## config.mk

```make
export PLATFORM = sky130hd
export DESIGN_NAME = uart_rx_fifo
export DESIGN_NICKNAME = d
export VERILOG_FILES = /design/src/rtl/uart_rx_fifo.sv
export SDC_FILE = /design/constraint.sdc
export NUM_CORES = 1
export LEC_CHECK = 0
export CORE_UTILIZATION = 45
export CTS_CLUSTER_DIAMETER = 30
export CTS_CLUSTER_SIZE = 28
export DETAILED_ROUTE_END_ITERATION = 7
export PLACE_DENSITY_LB_ADDON = 0.08
export RECOVER_POWER = 50
export SLEW_MARGIN = 10
export SYNTH_ARGS = -nofsm -noshare
export SYNTH_HDL_FRONTEND = slang
export SYNTH_SLANG_ARGS = --single-unit
export TNS_END_PERCENT = 10
```

## constraint.sdc

```tcl
create_clock -name clk -period 4.65 [get_ports clk]
set_input_delay 0.93 -clock clk [delete_from_list [all_inputs] [get_ports clk]]
set_output_delay 0.93 -clock clk [all_outputs]
set_load 0.05 [all_outputs]
```

## src/rtl/uart_rx_fifo.sv

```systemverilog
// rtl/uart_rx_fifo.sv - 8N1 UART receiver with a small byte FIFO on a valid/ready stream
//
// Purpose:
//   Synchronizes the asynchronous rx_i line, finds start bits, samples each bit
//   mid-cell, reassembles bytes LSB first and queues good bytes in a circular
//   FIFO. Bad stop bits and bytes that arrive while the FIFO is full are reported
//   as one-cycle pulses.
// Ports:
//   clk          in   1  system clock, rising edge
//   reset_i      in   1  synchronous, active-high reset
//   rx_i         in   1  asynchronous serial input, idle high
//   data_o       out  8  FIFO head byte (registered), meaningful while valid_o=1
//   valid_o      out  1  FIFO non-empty
//   ready_i      in   1  consumer takes the head byte when valid_o & ready_i
//   frame_err_o  out  1  one-cycle pulse: stop bit sampled low, byte dropped
//   overrun_o    out  1  one-cycle pulse: good byte arrived with FIFO full, byte dropped

module uart_rx_fifo #(
   parameter int CLK_FREQ_HZ = 100_000_000,
   parameter int BAUD_RATE   = 115200,
   parameter int FIFO_DEPTH  = 4
) (
   input  logic       clk,
   input  logic       reset_i,
   input  logic       rx_i,
   output logic [7:0] data_o,
   output logic       valid_o,
   input  logic       ready_i,
   output logic       frame_err_o,
   output logic       overrun_o
);

   localparam int CPB   = CLK_FREQ_HZ / BAUD_RATE;
   localparam int CNT_W = $clog2(CPB);
   localparam int AW    = $clog2(FIFO_DEPTH);

   localparam logic [CNT_W-1:0] CNT_LAST = CNT_W'(CPB - 1);
   localparam logic [CNT_W-1:0] CNT_HALF = CNT_W'(CPB / 2 - 1);

   typedef enum logic [1:0] {
      S_IDLE,
      S_START,
      S_DATA,
      S_STOP
   } state_t;

   // ---------------------------------------------------------------- sync
   logic r_rx_meta;
   logic r_rx_s;
   logic r_rx_prev;
   logic w_fall;

   always_ff @(posedge clk) begin
      if (reset_i) begin
         r_rx_meta <= 1'b1;
         r_rx_s    <= 1'b1;
         r_rx_prev <= 1'b1;
      end else begin
         r_rx_meta <= rx_i;
         r_rx_s    <= r_rx_meta;
         r_rx_prev <= r_rx_s;
      end
   end

   // A start is a 1->0 step of rx_s. After a bad stop bit the line is still
   // low, so r_rx_prev stays 0 and no new start is seen until rx_s returns high.
   assign w_fall = r_rx_prev & ~r_rx_s;

   // ---------------------------------------------------------------- FSM
   state_t            r_state;
   state_t            w_state_nxt;
   logic [CNT_W-1:0]  r_cnt;
   logic [2:0]        r_bit_idx;
   logic [7:0]        r_shift;
   logic              w_start_smp;
   logic              w_data_smp;
   logic              w_stop_smp;
   logic              w_push_req;
   logic              w_frame_err;

   always_ff @(posedge clk) begin
      if (reset_i) begin
         r_state <= S_IDLE;
      end else begin
         r_state <= w_state_nxt;
      end
   end

   always_comb begin
      w_state_nxt = r_state;
      case (r_state)
         S_IDLE:  if (w_fall) w_state_nxt = S_START;
         S_START: if (w_start_smp) w_state_nxt = r_rx_s ? S_IDLE : S_DATA;
         S_DATA:  if (w_data_smp && (r_bit_idx == 3'd7)) w_state_nxt = S_STOP;
         S_STOP:  if (w_stop_smp) w_state_nxt = S_IDLE;
         default: w_state_nxt = S_IDLE;
      endcase
   end

   always_comb begin
      w_start_smp = (r_state == S_START) && (r_cnt == CNT_HALF);
      w_data_smp  = (r_state == S_DATA)  && (r_cnt == CNT_LAST);
      w_stop_smp  = (r_state == S_STOP)  && (r_cnt == CNT_LAST);
      w_push_req  = w_stop_smp & r_rx_s;
      w_frame_err = w_stop_smp & ~r_rx_s;
   end

   // Baud counter restarts on every state change, so START measures half a bit
   // from the detected edge and every later sample lands one bit period apart.
   always_ff @(posedge clk) begin
      if (reset_i) begin
         r_cnt     <= '0;
         r_bit_idx <= 3'd0;
         r_shift   <= 8'h00;
      end else begin
         if ((w_state_nxt != r_state) || (r_state == S_IDLE) || (r_cnt == CNT_LAST)) begin
            r_cnt <= '0;
         end else begin
            r_cnt <= r_cnt + CNT_W'(1);
         end

         if (w_start_smp) begin
            r_bit_idx <= 3'd0;
         end else if (w_data_smp) begin
            r_bit_idx <= r_bit_idx + 3'd1;
            r_shift   <= {r_rx_s, r_shift[7:1]};
         end
      end
   end

   // ---------------------------------------------------------------- events
   logic       r_push;
   logic [7:0] r_push_byte;
   logic       r_frame_err;
   logic       r_overrun;
   logic       w_overrun;

   always_ff @(posedge clk) begin
      if (reset_i) begin
         r_push      <= 1'b0;
         r_push_byte <= 8'h00;
         r_frame_err <= 1'b0;
         r_overrun   <= 1'b0;
      end else begin
         r_push      <= w_push_req;
         r_frame_err <= w_frame_err;
         r_overrun   <= w_overrun;
         if (w_push_req) begin
            r_push_byte <= r_shift;
         end
      end
   end

   // ---------------------------------------------------------------- FIFO
   logic [7:0]  r_mem [FIFO_DEPTH];
   logic [AW:0] r_wr_ptr;
   logic [AW:0] r_rd_ptr;
   logic [AW:0] w_wr_nxt;
   logic [AW:0] w_rd_nxt;
   logic [7:0]  r_data;
   logic        w_empty;
   logic        w_full;
   logic        w_pop;
   logic        w_push;

   always_comb begin
      w_empty   = (r_wr_ptr == r_rd_ptr);
      w_full    = (r_wr_ptr[AW] != r_rd_ptr[AW]) &&
                  (r_wr_ptr[AW-1:0] == r_rd_ptr[AW-1:0]);
      w_pop     = ~w_empty & ready_i;
      // A pop in the same cycle frees the slot, so a full FIFO still accepts.
      w_push    = r_push & (~w_full | w_pop);
      w_overrun = r_push & w_full & ~w_pop;
      w_wr_nxt  = r_wr_ptr + {{AW{1'b0}}, w_push};
      w_rd_nxt  = r_rd_ptr + {{AW{1'b0}}, w_pop};
   end

   always_ff @(posedge clk) begin
      if (w_push) begin
         r_mem[r_wr_ptr[AW-1:0]] <= r_push_byte;
      end
   end

   always_ff @(posedge clk) begin
      if (reset_i) begin
         r_wr_ptr <= '0;
         r_rd_ptr <= '0;
         r_data   <= 8'h00;
      end else begin
         r_wr_ptr <= w_wr_nxt;
         r_rd_ptr <= w_rd_nxt;
         // Registered head: load the entry that becomes head next cycle. If that
         // entry is the one being written right now, take it from the push path.
         if (w_wr_nxt != w_rd_nxt) begin
            if (w_rd_nxt == r_wr_ptr) begin
               r_data <= r_push_byte;
            end else begin
               r_data <= r_mem[w_rd_nxt[AW-1:0]];
            end
         end
      end
   end

   assign data_o      = r_data;
   assign valid_o     = ~w_empty;
   assign frame_err_o = r_frame_err;
   assign overrun_o   = r_overrun;

endmodule

```

==> impl_metrics.json <==
{
  "status": "finished, final reports clean",
  "min_path_type": "flop to flop",
  "ys_warn_count": 0,
  "antenna_left": 0,
  "dr.pass1.iters": 4,
  "diodes": 0,
  "max_slew.worst_pin.slew_ps": 1010,
  "synth.avg_cell_area_um2": 12.6,
  "grt_pass1_wl_um": 9960,
  "die_h_um": 90.3,
  "regToRegSetupSlack_ps": 1580,
  "max_freq_ghz": 0.288,
  "cts_setup_buffers": 0,
  "yosysMostFrequentCell": "dfxtp_1",
  "cap_violations": 0,
  "finalSetupViolations": 0,
  "crit_path_end_kind": "flop",
  "cpMostUsedCell": "ha_1",
  "core_area_um2": 7410,
  "synth_common_cells": "51 x dfxtp_1, 37 x nor2_1, 32 x edfxtp_1",
  "path_class": "input port to flop",
  "dp_hpwl_um": 3980,
  "r2r-start": "r_wr_ptr[1]",
  "ys_seq_area_share_pct": 56.5,
  "cts_buffer_depth": 2,
  "worstPathRequired_ps": 4860,
  "gp_congestion": 0.723,
  "num_rows": 31,
  "dr_total_vias": 2021,
  "synth_ff_type": "dfxtp_1",
  "drive_gt1_share_pct": 12.8,
  "initial_core_util_pct": 47.4,
  "syn_to_final_growth_pct": 10.6,
  "synth-async-reset-ratio_pct": 0,
  "start_kind": "input port",
  "synth.area.top_cells": "dfxtp_1 29%, edfxtp_1 27%, mux2i_1 5.1%, mux4_2 5.1%, nor2_1 4.0%",
  "synth_area_um2": 3510,
  "tns_ps": 0,
  "crit_path_cell_trace": "dlygate4sd3_1, o41a_1, ha_1, ha_1, xor2_1, nor2_1, and2_1, a221oi_2",
  "skew_ps": 16.0,
  "syn_inst": 278,
  "pre_cts_ws_ps": 943,
  "powerDensity_nw_per_um2": 312,
  "critical_path.top_delay_family": "simple AND/OR/NAND/NOR gates",
  "synth_nets": 290,
  "post-route-period-util_pct": 74.7,
  "grt_pass1_vias": 2031,
  "r2r_cells": 10,
  "cts.root.buffer_cell": "clkbuf_8",
  "path_max_fanout": 9,
  "setup_slack_ps": 1180,
  "hold_viol": 0,
  "cts_tree": "yes",
  "ir_drop_mv": 0.141,
  "io_pins": 15,
  "path_clk_slew_ps": 70,
  "grt_overflow": 0,
  "grtUsageMet3_pct": 3.03,
  "crit_buf_inv": 1,
  "busiest_layer": "met2",
  "synth-seq-cells": 83,
  "avgViaCountPerCell": 5.12,
  "met1_usage_pct": 19.9,
  "die_area_um2": 8160,
  "nets": 303,
  "cts_buffers": 9,
  "avgRoutedWirePerCell_um": 14.5,
  "cts_resized": 0,
  "route.detailed.drc": 0,
  "h-tree-depth": 3,
  "grtUsageTotal_pct": 15.8,
  "slew_headroom_pct": 32.3,
  "worstHoldStart": "r_rx_meta",
  "netlist.area_leader.share_pct": 29.1,
  "die_w_um": 90.3,
  "synth_edf_count": 32,
  "drt_wl_total_um": 5730,
  "drtIter0Drc": 89,
  "cp_data_arrival_time_ps": 3680,
  "slew_viol_final": 0,
  "grt_max_degree": 29,
  "rsz0062_at_grt": "false",
  "holdBufCountCts": 0,
  "clk_latency_ps": 340,
  "synth_top_area_cell": "dfxtp_1",
  "crit_slowest_cell": "dlygate4sd3_1",
  "port_buffers": 14,
  "slowest_delay_ps": 560,
  "gr-usage-met2_pct": 26.1,
  "power_leakage_nw": 1.54,
  "ys_types": 44,
  "cts.sinks": 83,
  "min_to": "r_rx_s",
  "antenna_found_initial": 0,
  "reg2reg_to": "data_o[7]",
  "whs_path_depth": 1,
  "fin_crit_ps": 3480
}
## per-stage QoR
step	utilization, %	power, W	area [um^2]	cells	hold WS (ps)
3_3_place_gp	50.2	0.000784	3720	379	393
4_1_cts	52.4	0.00123	3880	395	414
2_1_floorplan	-	0.000778	3510	278	389
5_1_grt	52.4	0.00126	3880	395	420
3_5_place_dp	50.2	0.000784	3720	379	396
6_report	52.4	0.00121	3880	395	410
## kinds of logic (layout without fill, tap and decap cells)
family / count (synthesis) / count (layout) / synth area share [%]
and+or+nand+nor: 91 / 91 / 14.3
adders and majority gates: 8 / 8 / 2.85
buffers and inverters: 24 / 42 / 3.03
DFF: 83 / 83 / 56.5
xor gates and xnor gates: 20 / 20 / 5.63
muxes: 26 / 26 / 10.3
AOI/OAI and AO/OA: 26 / 26 / 7.49
## metal layers
metal	wire, um	vias to the layer above
met2	2880	14
met1	2710	977
met3	81	5
met4	61	0
met5	0	-
li1	-	1025
## power breakdown
group | leakage [nW] | internal, W | switching (W)
registers | 0.708 | 0.000750 | 0.00000195
logic | 0.748 | 0.00000550 | 0.00000946
clock network | 0.0847 | 0.000210 | 0.000234
total | 1.54 | 0.000966 | 0.000245
## how the worst max path moves through the flow
stage	startpoint	cells past startpoint	endpoint	slack, ps
after floorplan	ready_i	8	data_o[0]	1760
after global placement	ready_i	8	data_o[0]	960
after detailed placement	ready_i	8	data_o[5]	940
after CTS	ready_i	8	data_o[7]	1300
after global routing	ready_i	8	data_o[3]	990
final	ready_i	8	data_o[7]	1180
## registers in the layout, summed over array words and instances, names as in the netlist
| name | cells |
|---|---|
| data_o | 8 |
| r_push_byte | 8 |
| r_state | 2 |
| r_rx_s | 1 |
| r_bit_idx | 3 |
| overrun_o | 1 |
| r_rx_prev | 1 |
| r_rd_ptr | 3 |
| r_push | 1 |
| r_mem | 32 |
| r_wr_ptr | 3 |
| frame_err_o | 1 |
| r_rx_meta | 1 |
| r_cnt | 10 |
| r_shift | 8 |
## cell usage in the layout (no fill, tap or decap), drive strengths merged, types with 2 or more instances in the layout
cell type | Yosys | routed
edfxtp | 32 | 32
mux2i | 18 | 18
mux4 | 8 | 8
a221oi | 8 | 8
nor3 | 4 | 4
ha | 8 | 8
and2 | 5 | 5
clkinv | 0 | 2
nand2 | 4 | 4
inv | 11 | 11
xor2 | 11 | 11
or2 | 3 | 3
nor2 | 37 | 37
nand4 | 4 | 4
xnor2 | 8 | 8
and3 | 5 | 5
a22oi | 8 | 8
and4b | 2 | 2
dfxtp | 51 | 51
nand2b | 8 | 8
nor2b | 7 | 7
clkdlybuf4s50 | 0 | 12
nand3 | 6 | 6
a21boi | 2 | 2
dlygate4sd3 | 0 | 2
clkbuf | 7 | 14
## worst register-to-register path: stages (launching register included)
cell,delay [ps]
dfxtp_1,470
xor2_1,130
nor2_1,140
nand2_1,80
and2_0,170
ha_1,180
ha_1,590
xor2_1,130
nor2_1,440
and2_1,490
a221oi_2,130
## area by class of cell
cell class / instances / area, um^2
tap: 99 / 124
clock buffer: 14 / 153
multi-input combinational: 171 / 1420
timing repair buffer: 15 / 148
inverter: 11 / 41.3
fill: 664 / 3530
sequential: 83 / 1980
clock inverter: 2 / 13.8
Power figures use the tool's default switching activity.
